<file path="src/rtl/pll_reconfig_ctrl_if.sv">
// Handshake bundle between the PLL reconfiguration controller and its UART,
// PLL reconfig port and millisecond-counter neighbours.
interface pll_reconfig_ctrl_if;
  logic [7:0] rx_data;
  logic       rx_valid;
  logic [7:0] tx_data;
  logic       tx_valid;
  logic       tx_ready;
  logic [1:0] cfg_addr;
  logic [7:0] cfg_data;
  logic       cfg_write;
  logic       cfg_waitrequest;
  logic       pll_locked;
  logic       reconfig_en;
  logic       busy;
  logic [1:0] cur_profile;

  modport master (
    input  rx_data, rx_valid, tx_ready, cfg_waitrequest, pll_locked,
    output tx_data, tx_valid, cfg_addr, cfg_data, cfg_write,
           reconfig_en, busy, cur_profile
  );

  modport slave (
    output rx_data, rx_valid, tx_ready, cfg_waitrequest, pll_locked,
    input  tx_data, tx_valid, cfg_addr, cfg_data, cfg_write,
           reconfig_en, busy, cur_profile
  );
endinterface

</file>
<file path="src/rtl/pll_reconfig_ctrl.sv">
// Sequences a UART-requested PLL divider reconfiguration: freeze counter,
// write M/C/start, wait for lock with timeout, release and report status.
module pll_reconfig_ctrl #(
  parameter int LOCK_TIMEOUT  = 50_000,
  parameter int SETTLE_CYCLES = 16
) (
  input  logic                 clk,
  input  logic                 resett,
  pll_reconfig_ctrl_if.master  bus
);

  typedef enum logic [3:0] {
    S_IDLE, S_HOLD, S_WR_M, S_WR_C, S_WR_START,
    S_SETTLE, S_WAIT_LOCK, S_RELEASE, S_REPORT
  } state_t;

  localparam logic [15:0] TO_LAST     = 16'(LOCK_TIMEOUT - 1);
  localparam logic [7:0]  SETTLE_LAST = 8'(SETTLE_CYCLES - 1);

  // Divider profile table, packed as {M, C}.
  function automatic logic [15:0] profile_mc(input logic [1:0] p);
    logic [15:0] mc;
    case (p)
      2'd0:    mc = {8'd12, 8'd12};
      2'd1:    mc = {8'd16, 8'd8};
      2'd2:    mc = {8'd20, 8'd10};
      2'd3:    mc = {8'd24, 8'd6};
      default: mc = {8'd12, 8'd12};
    endcase
    return mc;
  endfunction

  state_t      state_q, state_d;
  logic [1:0]  profile_q, profile_d;
  logic [1:0]  cur_profile_q, cur_profile_d;
  logic [7:0]  settle_cnt_q, settle_cnt_d;
  logic [15:0] to_cnt_q, to_cnt_d;
  logic [7:0]  tx_data_q, tx_data_d;
  logic        tx_valid_q, tx_valid_d;
  logic [1:0]  cfg_addr_q, cfg_addr_d;
  logic [7:0]  cfg_data_q, cfg_data_d;
  logic        cfg_write_q, cfg_write_d;
  logic        reconfig_en_q, reconfig_en_d;
  logic        busy_q, busy_d;
  logic        cmd_ok_s;
  logic [15:0] mc_s;

  assign cmd_ok_s = (bus.rx_data[7:4] == 4'hA) && (bus.rx_data[3:2] == 2'b00);
  assign mc_s     = profile_mc(profile_q);

  // Next-state and registered-output decode.
  always_comb begin
    state_d       = state_q;
    profile_d     = profile_q;
    cur_profile_d = cur_profile_q;
    settle_cnt_d  = settle_cnt_q;
    to_cnt_d      = to_cnt_q;
    tx_data_d     = tx_data_q;
    tx_valid_d    = tx_valid_q;
    cfg_addr_d    = cfg_addr_q;
    cfg_data_d    = cfg_data_q;
    cfg_write_d   = cfg_write_q;
    // busy and reconfig_en follow the state one cycle late, so the counter
    // is still frozen during RELEASE and drops as REPORT begins.
    busy_d        = (state_q != S_IDLE);
    reconfig_en_d = (state_q != S_IDLE) && (state_q != S_REPORT);

    case (state_q)
      S_IDLE: begin
        if (bus.rx_valid && cmd_ok_s) begin
          profile_d = bus.rx_data[1:0];
          state_d   = S_HOLD;
        end else if (bus.rx_valid) begin
          tx_data_d = 8'h15;
          state_d   = S_REPORT;
        end else begin
          state_d = S_IDLE;
        end
      end
      S_HOLD: begin
        state_d = S_WR_M;
      end
      S_WR_M: begin
        // First cycle loads the M write; later writes load on the accepting edge.
        if (!cfg_write_q) begin
          cfg_write_d = 1'b1;
          cfg_addr_d  = 2'd0;
          cfg_data_d  = mc_s[15:8];
        end else if (!bus.cfg_waitrequest) begin
          cfg_addr_d = 2'd1;
          cfg_data_d = mc_s[7:0];
          state_d    = S_WR_C;
        end else begin
          state_d = S_WR_M;
        end
      end
      S_WR_C: begin
        if (!bus.cfg_waitrequest) begin
          cfg_addr_d = 2'd2;
          cfg_data_d = 8'h01;
          state_d    = S_WR_START;
        end else begin
          state_d = S_WR_C;
        end
      end
      S_WR_START: begin
        if (!bus.cfg_waitrequest) begin
          cfg_write_d  = 1'b0;
          settle_cnt_d = 8'd0;
          to_cnt_d     = 16'd0;
          state_d      = S_SETTLE;
        end else begin
          state_d = S_WR_START;
        end
      end
      S_SETTLE: begin
        if (settle_cnt_q == SETTLE_LAST) begin
          state_d = S_WAIT_LOCK;
        end else begin
          settle_cnt_d = settle_cnt_q + 8'd1;
        end
      end
      S_WAIT_LOCK: begin
        if (bus.pll_locked) begin
          cur_profile_d = profile_q;
          tx_data_d     = 8'h30 + {6'd0, profile_q};
          state_d       = S_RELEASE;
        end else if (to_cnt_q == TO_LAST) begin
          tx_data_d = 8'h54;
          state_d   = S_RELEASE;
        end else begin
          to_cnt_d = to_cnt_q + 16'd1;
        end
      end
      S_RELEASE: begin
        state_d = S_REPORT;
      end
      S_REPORT: begin
        if (tx_valid_q && bus.tx_ready) begin
          tx_valid_d = 1'b0;
          state_d    = S_IDLE;
        end else begin
          tx_valid_d = 1'b1;
        end
      end
      default: begin
        state_d = S_IDLE;
      end
    endcase
  end

  // State and output registers.
  always_ff @(posedge clk or posedge resett) begin
    if (resett) begin
      state_q       <= S_IDLE;
      profile_q     <= 2'd0;
      cur_profile_q <= 2'd0;
      settle_cnt_q  <= 8'd0;
      to_cnt_q      <= 16'd0;
      tx_data_q     <= 8'd0;
      tx_valid_q    <= 1'b0;
      cfg_addr_q    <= 2'd0;
      cfg_data_q    <= 8'd0;
      cfg_write_q   <= 1'b0;
      reconfig_en_q <= 1'b0;
      busy_q        <= 1'b0;
    end else begin
      state_q       <= state_d;
      profile_q     <= profile_d;
      cur_profile_q <= cur_profile_d;
      settle_cnt_q  <= settle_cnt_d;
      to_cnt_q      <= to_cnt_d;
      tx_data_q     <= tx_data_d;
      tx_valid_q    <= tx_valid_d;
      cfg_addr_q    <= cfg_addr_d;
      cfg_data_q    <= cfg_data_d;
      cfg_write_q   <= cfg_write_d;
      reconfig_en_q <= reconfig_en_d;
      busy_q        <= busy_d;
    end
  end

  assign bus.tx_data     = tx_data_q;
  assign bus.tx_valid    = tx_valid_q;
  assign bus.cfg_addr    = cfg_addr_q;
  assign bus.cfg_data    = cfg_data_q;
  assign bus.cfg_write   = cfg_write_q;
  assign bus.reconfig_en = reconfig_en_q;
  assign bus.busy        = busy_q;
  assign bus.cur_profile = cur_profile_q;

endmodule

</file>
<file path="src/flat_wrapper.sv">
// flat-port wrapper written by rule: the top's interface ports become plain ports
module pll_reconfig_ctrl_flat 
#(
  parameter int LOCK_TIMEOUT  = 50_000,
  parameter int SETTLE_CYCLES = 16
)
  (clk, resett, bus_rx_data, bus_rx_valid, bus_tx_ready, bus_cfg_waitrequest, bus_pll_locked, bus_tx_data, bus_tx_valid, bus_cfg_addr, bus_cfg_data, bus_cfg_write, bus_reconfig_en, bus_busy, bus_cur_profile);
  pll_reconfig_ctrl_if bus_i ();
  input  logic clk;
  input  logic resett;
  input wire logic [$bits(bus_i.rx_data)-1:0] bus_rx_data;
  input wire logic [$bits(bus_i.rx_valid)-1:0] bus_rx_valid;
  input wire logic [$bits(bus_i.tx_ready)-1:0] bus_tx_ready;
  input wire logic [$bits(bus_i.cfg_waitrequest)-1:0] bus_cfg_waitrequest;
  input wire logic [$bits(bus_i.pll_locked)-1:0] bus_pll_locked;
  output wire logic [$bits(bus_i.tx_data)-1:0] bus_tx_data;
  output wire logic [$bits(bus_i.tx_valid)-1:0] bus_tx_valid;
  output wire logic [$bits(bus_i.cfg_addr)-1:0] bus_cfg_addr;
  output wire logic [$bits(bus_i.cfg_data)-1:0] bus_cfg_data;
  output wire logic [$bits(bus_i.cfg_write)-1:0] bus_cfg_write;
  output wire logic [$bits(bus_i.reconfig_en)-1:0] bus_reconfig_en;
  output wire logic [$bits(bus_i.busy)-1:0] bus_busy;
  output wire logic [$bits(bus_i.cur_profile)-1:0] bus_cur_profile;
  assign bus_i.rx_data = bus_rx_data;
  assign bus_i.rx_valid = bus_rx_valid;
  assign bus_i.tx_ready = bus_tx_ready;
  assign bus_i.cfg_waitrequest = bus_cfg_waitrequest;
  assign bus_i.pll_locked = bus_pll_locked;
  assign bus_tx_data = bus_i.tx_data;
  assign bus_tx_valid = bus_i.tx_valid;
  assign bus_cfg_addr = bus_i.cfg_addr;
  assign bus_cfg_data = bus_i.cfg_data;
  assign bus_cfg_write = bus_i.cfg_write;
  assign bus_reconfig_en = bus_i.reconfig_en;
  assign bus_busy = bus_i.busy;
  assign bus_cur_profile = bus_i.cur_profile;
  pll_reconfig_ctrl #(.LOCK_TIMEOUT(LOCK_TIMEOUT), .SETTLE_CYCLES(SETTLE_CYCLES)) u_core (.clk(clk), .resett(resett), .bus(bus_i));
endmodule
</file>
<file path="config.mk">
export PLATFORM = sky130hd
export DESIGN_NAME = pll_reconfig_ctrl_flat
export DESIGN_NICKNAME = d
export VERILOG_FILES = /design/src/rtl/pll_reconfig_ctrl_if.sv /design/src/rtl/pll_reconfig_ctrl.sv /design/src/flat_wrapper.sv
export SDC_FILE = /design/constraint.sdc
export NUM_CORES = 1
export LEC_CHECK = 0
export ABC_AREA = 1
export CAP_MARGIN = 10
export CORE_ASPECT_RATIO = 0.6
export CORE_UTILIZATION = 30
export CTS_CLUSTER_DIAMETER = 40
export DETAILED_ROUTE_END_ITERATION = 16
export SLEW_MARGIN = 20
export SYNTH_ARGS = -nofsm -noshare
export SYNTH_HDL_FRONTEND = slang
export SYNTH_SLANG_ARGS = --single-unit
</file>
<file path="constraint.sdc">
create_clock -name clk -period 2.5 [get_ports clk]
set_input_delay 0.5 -clock clk [delete_from_list [all_inputs] [get_ports clk]]
set_output_delay 0.5 -clock clk [all_outputs]
set_load 0.02 [all_outputs]
</file>
==> flow_summary.toml, run 1 <==
[synth]
synth_cells = 374
synth.cell_area_um2 = 2736
yosysWarnings = 0
synth_seq_area_share_pct = 43.90
synth-edff-count = 0
synth-main-ff-cell = "dfrtp_1"
async_flop_share_pct = 100.0
postSynthAreaPerCell_um2 = 7.317
ys_seq_elements = 48
yosysUniqueCellTypes = 32

[final_layout]
final_common_cell = "nand2_1"
drive_gt1_share_pct = 7.299
area_growth_pct = 22.63
final_cell_mix = "124 x nand2_1, 49 x nor2_1, 48 x dfrtp_1"
nFillCells = 874
n_antenna_cell = 0
nNetsFinal = 429
final_area_um2 = 3356
fin_util_pct = 38.63

[worst_hold_path]
min_to = "u_core.bus.tx_data[1]"
min-delay-start = "u_core.bus.tx_data[1]"
holdPathStages = 2
hold_class = "reg2reg"

[critical_path]
crit_slowest_cell = "clkdlybuf4s50_1"
r2r_setup_slack_ps = 740
reg2reg_from = "u_core.state_q[3]"
slowest_delay_ps = 660
worst-path-max-fanout = 7
path_cells = "clkdlybuf4s50_1"
critPathTopFamily = "buffers and inverters"
critPathKind = "reg2out"
required_ps = 2000
end_kind = "primary output"
arrival_ps = 1400
crit_cells = 1
startpoint_type = "flop"
path_buf_inv = 1
reg2reg_depth = 8
reg2reg_to = "u_core.state_q[0]"

[cts]
cts_max_level = 2
numCtsBuffers = 5
cts_sinks = 48
cts_hold_buf = 0
post-cts-setup-buffer-count = 0
worstSkewPairLatency_ps = 290
cts_tree = "built"
clk_pin_slew_ps = 70
clk_path_buf_depth = 2
root_buffer = "clkbuf_16"
cts_resized = 0

[timing]
hold_viol_final = 0
skew_ps = 11.39
setup_ws_ps = 599.6
period_share_pct = 76.02
tns_ps = 0
min_period_ps = 1900
setup_viol = 0
hold_ws_ps = 500.6
fmax_ghz = 0.5262
slew_violations = 0
rsz0062_at_grt = "false"

[global_routing]
grt_pass1_vias = 2206
use_met1_pct = 24.50
grt_util_met2_pct = 18.21
globalRouteOverflowTotal = 0
grt.busiest_layer = "met1"
antenna_found_initial = 0
use_met3_pct = 3.230
grt_pass1_wl_mm = 11.20
grt_max_degree = 22
grt_util_all_layers_pct = 14.68

[placement]
dpl_cell_area_um2 = 3162
io_buffer_count = 32
place_congestion = 0.8285
hpwl_mm = 4.949
dp_slack_ps = 495.0

[die]
core_area_um2 = 8686
die-height_um = 75.98
start_util_pct = 31.50
io_pins = 38
die_w_um = 125.3
fp.dieArea_um2 = 9520
rows = 26

[power_and_ir_drop]
peakVddDrop_v = 0.0002682
leakage_nw = 1.654
power_density_nw_per_um2 = 630.0

[drt]
vias = 2427
totalWireLength_mm = 6.531
first_pass_iters = 11
vias_per_cell = 4.641
ant_nets = 0
drc = 2
drtIter0Drc = 180
wl_per_cell_um = 12.49

[status]
failed_checks = "DRC"
status = "finished with violations"

[flow_run]
maxCapViolations = 0
-- report_power, final --
part | switching [mW] | leakage (nW) | internal [mW]
sequential | 0.0376 | 0.579 | 0.834
combinational | 0.221 | 0.981 | 0.149
clock | 0.297 | 0.0944 | 0.577
total | 0.555 | 1.65 | 1.56
-- cells by family (layout without fill, tap and decap cells) --
family	count (synthesis)	in the layout	synth area share (%)
compound gates	33	33	6.904
xor+xnor	6	6	1.920
fa+ha+maj	5	5	2.286
buf+inv	50	83	8.184
flops	48	48	43.90
other cells	1	5	0.1370
simple gates	231	231	36.67
-- Yosys cell counts (2+ instances only) --
cell | instances | area (um^2)
a21oi_1 | 6 | 30.03
buf_4 | 6 | 45.04
dfrtp_1 | 48 | 1201
ha_1 | 5 | 62.56
inv_1 | 36 | 135.1
inv_2 | 3 | 11.26
inv_4 | 2 | 12.51
nand2_1 | 124 | 465.5
nand2_2 | 3 | 18.77
nand2_4 | 4 | 45.04
nand3_1 | 30 | 150.1
nand4_1 | 8 | 50.05
nor2_1 | 49 | 183.9
nor2_2 | 2 | 12.51
nor3_1 | 3 | 15.01
nor3b_1 | 2 | 15.01
o211ai_1 | 2 | 15.01
o21ai_0 | 17 | 85.08
o21bai_1 | 3 | 22.52
o22ai_1 | 2 | 12.51
o31ai_1 | 2 | 15.01
or2_2 | 2 | 12.51
xor2_1 | 6 | 52.55
-- how the worst max path moves through the flow --
stage | startpoint | end
after floorplan | resett | u_core.bus.busy
after global placement | bus_cfg_waitrequest | u_core.settle_cnt_q[1]
after detailed placement | bus_cfg_waitrequest | u_core.settle_cnt_q[3]
after CTS | u_core.bus.cfg_write | bus_cfg_write
after global routing | u_core.bus.cfg_write | bus_cfg_write
final | u_core.bus.cfg_write | bus_cfg_write
-- through the flow --
step / power [mW] / cells
final: 2.114 / 523
after global routing: 2.212 / 523
after CTS: 2.132 / 523
after detailed placement: 1.255 / 515
after global placement: 1.249 / 515
after floorplan: 1.083 / 378
-- layer usage --
layer / part of all wire (%) / routed length (um)
met4: 0.73 / 48
met5: 0 / 0
met3: 5.6 / 369
met2: 36 / 2323
met1: 58 / 3790
-- sequential cells by signal, summed over array words and instances, names as in the netlist --
name,flops
u_core.to_cnt_q,16
u_core.settle_cnt_q,8
u_core.bus.tx_data,6
u_core.bus.cfg_data,5
u_core.state_q,4
u_core.bus.cur_profile,2
u_core.profile_q,2
u_core.bus.busy,1
u_core.bus.cfg_addr,1
u_core.bus.cfg_write,1
u_core.bus.reconfig_en,1
u_core.bus.tx_valid,1
-- final cells by class --
| cell class | count | area, um^2 | area share [%] |
|---|---|---|---|
| Sequential cell | 48 | 1201 | 35.79 |
| Clock inverter | 3 | 68.82 | 2.051 |
| Timing Repair Buffer | 34 | 335.3 | 9.993 |
| Clock buffer | 5 | 125.1 | 3.729 |
| Multi-Input combinational cell | 280 | 1326 | 39.52 |
| Tap cell | 112 | 140.1 | 4.176 |
| Inverter | 41 | 158.9 | 4.735 |
(Power assumes the default switching activity.)
==> run 2: changes to the inputs <==
==> constraint.sdc (replaced) <==
create_clock -name clk -period 1.8 [get_ports clk]
set_input_delay 0.36 -clock clk [delete_from_list [all_inputs] [get_ports clk]]
set_output_delay 0.36 -clock clk [all_outputs]
set_load 0.02 [all_outputs]
==> run 2 against run 1 <==
Against the previous run: the run still ends with DRC left; clock skew fell by 4.6 ps; core utilization increased by 0.73 points; setup slack worse by 460 ps; count of clock-buffer cells in the layout up 1; critical path depth stayed put; via count up 0.58%; highest routed layer unchanged; sequential power rose by 40%; first-iteration DRC count down 9.4%.
==> flow_summary.toml, run 2 (synthesis results as in run 1) <==
[placement]
dpl_cell_area_um2 = 3249
io_buffer_count = 32
place_congestion = 0.8259
hpwl_mm = 5.031
dp_slack_ps = 29.95
dp.cells = 525

[timing]
hold_ws_ps = 420.3
fmax_ghz = 0.6039
skew_ps = 6.778
slew_violations = 0
period_share_pct = 91.99
tns_ps = 0
setup_ws_ps = 144.2
setup_viol = 0
rsz0062_at_grt = "false"
min_period_ps = 1656
hold_viol_final = 0

[cts]
clk_path_buf_depth = 2
cts_tree = "built"
cts_hold_buf = 0
cts_max_level = 2
cts_sinks = 48
numCtsBuffers = 5
root_buffer = "clkbuf_16"
clk_pin_slew_ps = 70
worstSkewPairLatency_ps = 290

[final_layout]
final_area_um2 = 3420
final_cell_count_no_fill = 533
nFillCells = 868
largest_reg_flops = 16
final_cell_mix = "124 x nand2_1, 48 x nor2_1, 48 x dfrtp_1"
final_common_cell = "nand2_1"
fin_util_pct = 39.37
top_register = "u_core.to_cnt_q"
drive_gt1_share_pct = 9.739
nNetsFinal = 439
area_growth_pct = 24.97
n_antenna_cell = 0

[drt]
first_pass_iters = 10
drc = 2
ant_nets = 0
wl_per_cell_um = 12.54
vias = 2441
totalWireLength_mm = 6.685
drtIter0Drc = 163
vias_per_cell = 4.580

[critical_path]
critPathTopFamily = "buffers and inverters"
path_cells = "clkdlybuf4s50_1"
worst-path-max-fanout = 2
required_ps = 1440
slowest_delay_ps = 620
crit_slowest_cell = "clkdlybuf4s50_1"
arrival_ps = 1300
startpoint_type = "flop"
path_buf_inv = 1
critPathKind = "reg2out"
end_kind = "primary output"

[die]
die_w_um = 125.3
rows = 26
io_pins = 38
fp.dieArea_um2 = 9520
core_area_um2 = 8686
start_util_pct = 31.50
die-height_um = 75.98

[global_routing]
grt_util_all_layers_pct = 15.18
globalRouteOverflowTotal = 0
grt_pass1_wl_mm = 11.52
grt_pass1_vias = 2329
grt_max_degree = 49
antenna_found_initial = 0

[worst_hold_path]
hold_class = "in2async"

[power_and_ir_drop]
power_density_nw_per_um2 = 797.5
p_total_mw = 2.727
peakVddDrop_v = 0.0004269
leakage_nw = 1.686

[status]
failed_checks = "DRC"
status = "finished with violations"

[flow_run]
maxCapViolations = 0
[run 2: cell count changes in the layout (fill, tap and decap cells not counted), sizes merged]
| cell | change |
|---|---|
| inv | -1 |
| clkbuf | +1 |
| bufinv | -2 |
| buf | +10 |
| clkinvlp | +2 |
[run 2: layout make-up]
type	count	area [um^2]	share of cell area, %
well taps	112	140.1	4.098
clock inverters	2	15.01	0.4391
clock buffers	6	138.9	4.061
repair buffers	44	422.9	12.37
inverters	41	158.9	4.647
multi-input cells	280	1343	39.26
flip-flops and latches	48	1201	35.13
[run 2: final timing paths]
path | from | to | slack [ps] | depth (start not counted)
worst max-delay path | u_core.bus.tx_data[5] | bus_tx_data[5] | 140 | 1
worst min-delay path | resett | u_core.bus.tx_data[2] | 420 | 3
worst max register to register | u_core.state_q[3] | u_core.bus.tx_data[0] | 170 | 8
worst min register to register | u_core.bus.cur_profile[1] | u_core.bus.cur_profile[1] | 500 | 2
max in group asynchronous | resett | u_core.settle_cnt_q[3] | 1140 | 3
min in group clk | u_core.bus.cur_profile[1] | u_core.bus.cur_profile[1] | 500 | 2
[run 2: power breakdown]
group | internal (mW) | switching (mW) | leakage, nW | total (mW)
clock | 0.553 | 0.423 | 0.0691 | 0.976
combinational | 0.224 | 0.310 | 1.04 | 0.534
sequential | 1.16 | 0.0590 | 0.579 | 1.22
[run 2: layer usage]
metal | vias up | wire, um | GRT usage [%]
met3 | 5 | 346 | 3.160
li1 | 1263 | - | -
met5 | - | 0 | 0
met4 | 0 | 45 | 3.902
met1 | 1103 | 3846 | 24.43
met2 | 70 | 2447 | 19.89
[run 2: what timing repair did]
item,CTS,global route
setup endpoints to repair,0,6
buffers inserted,0,0
gates resized for setup,0,3
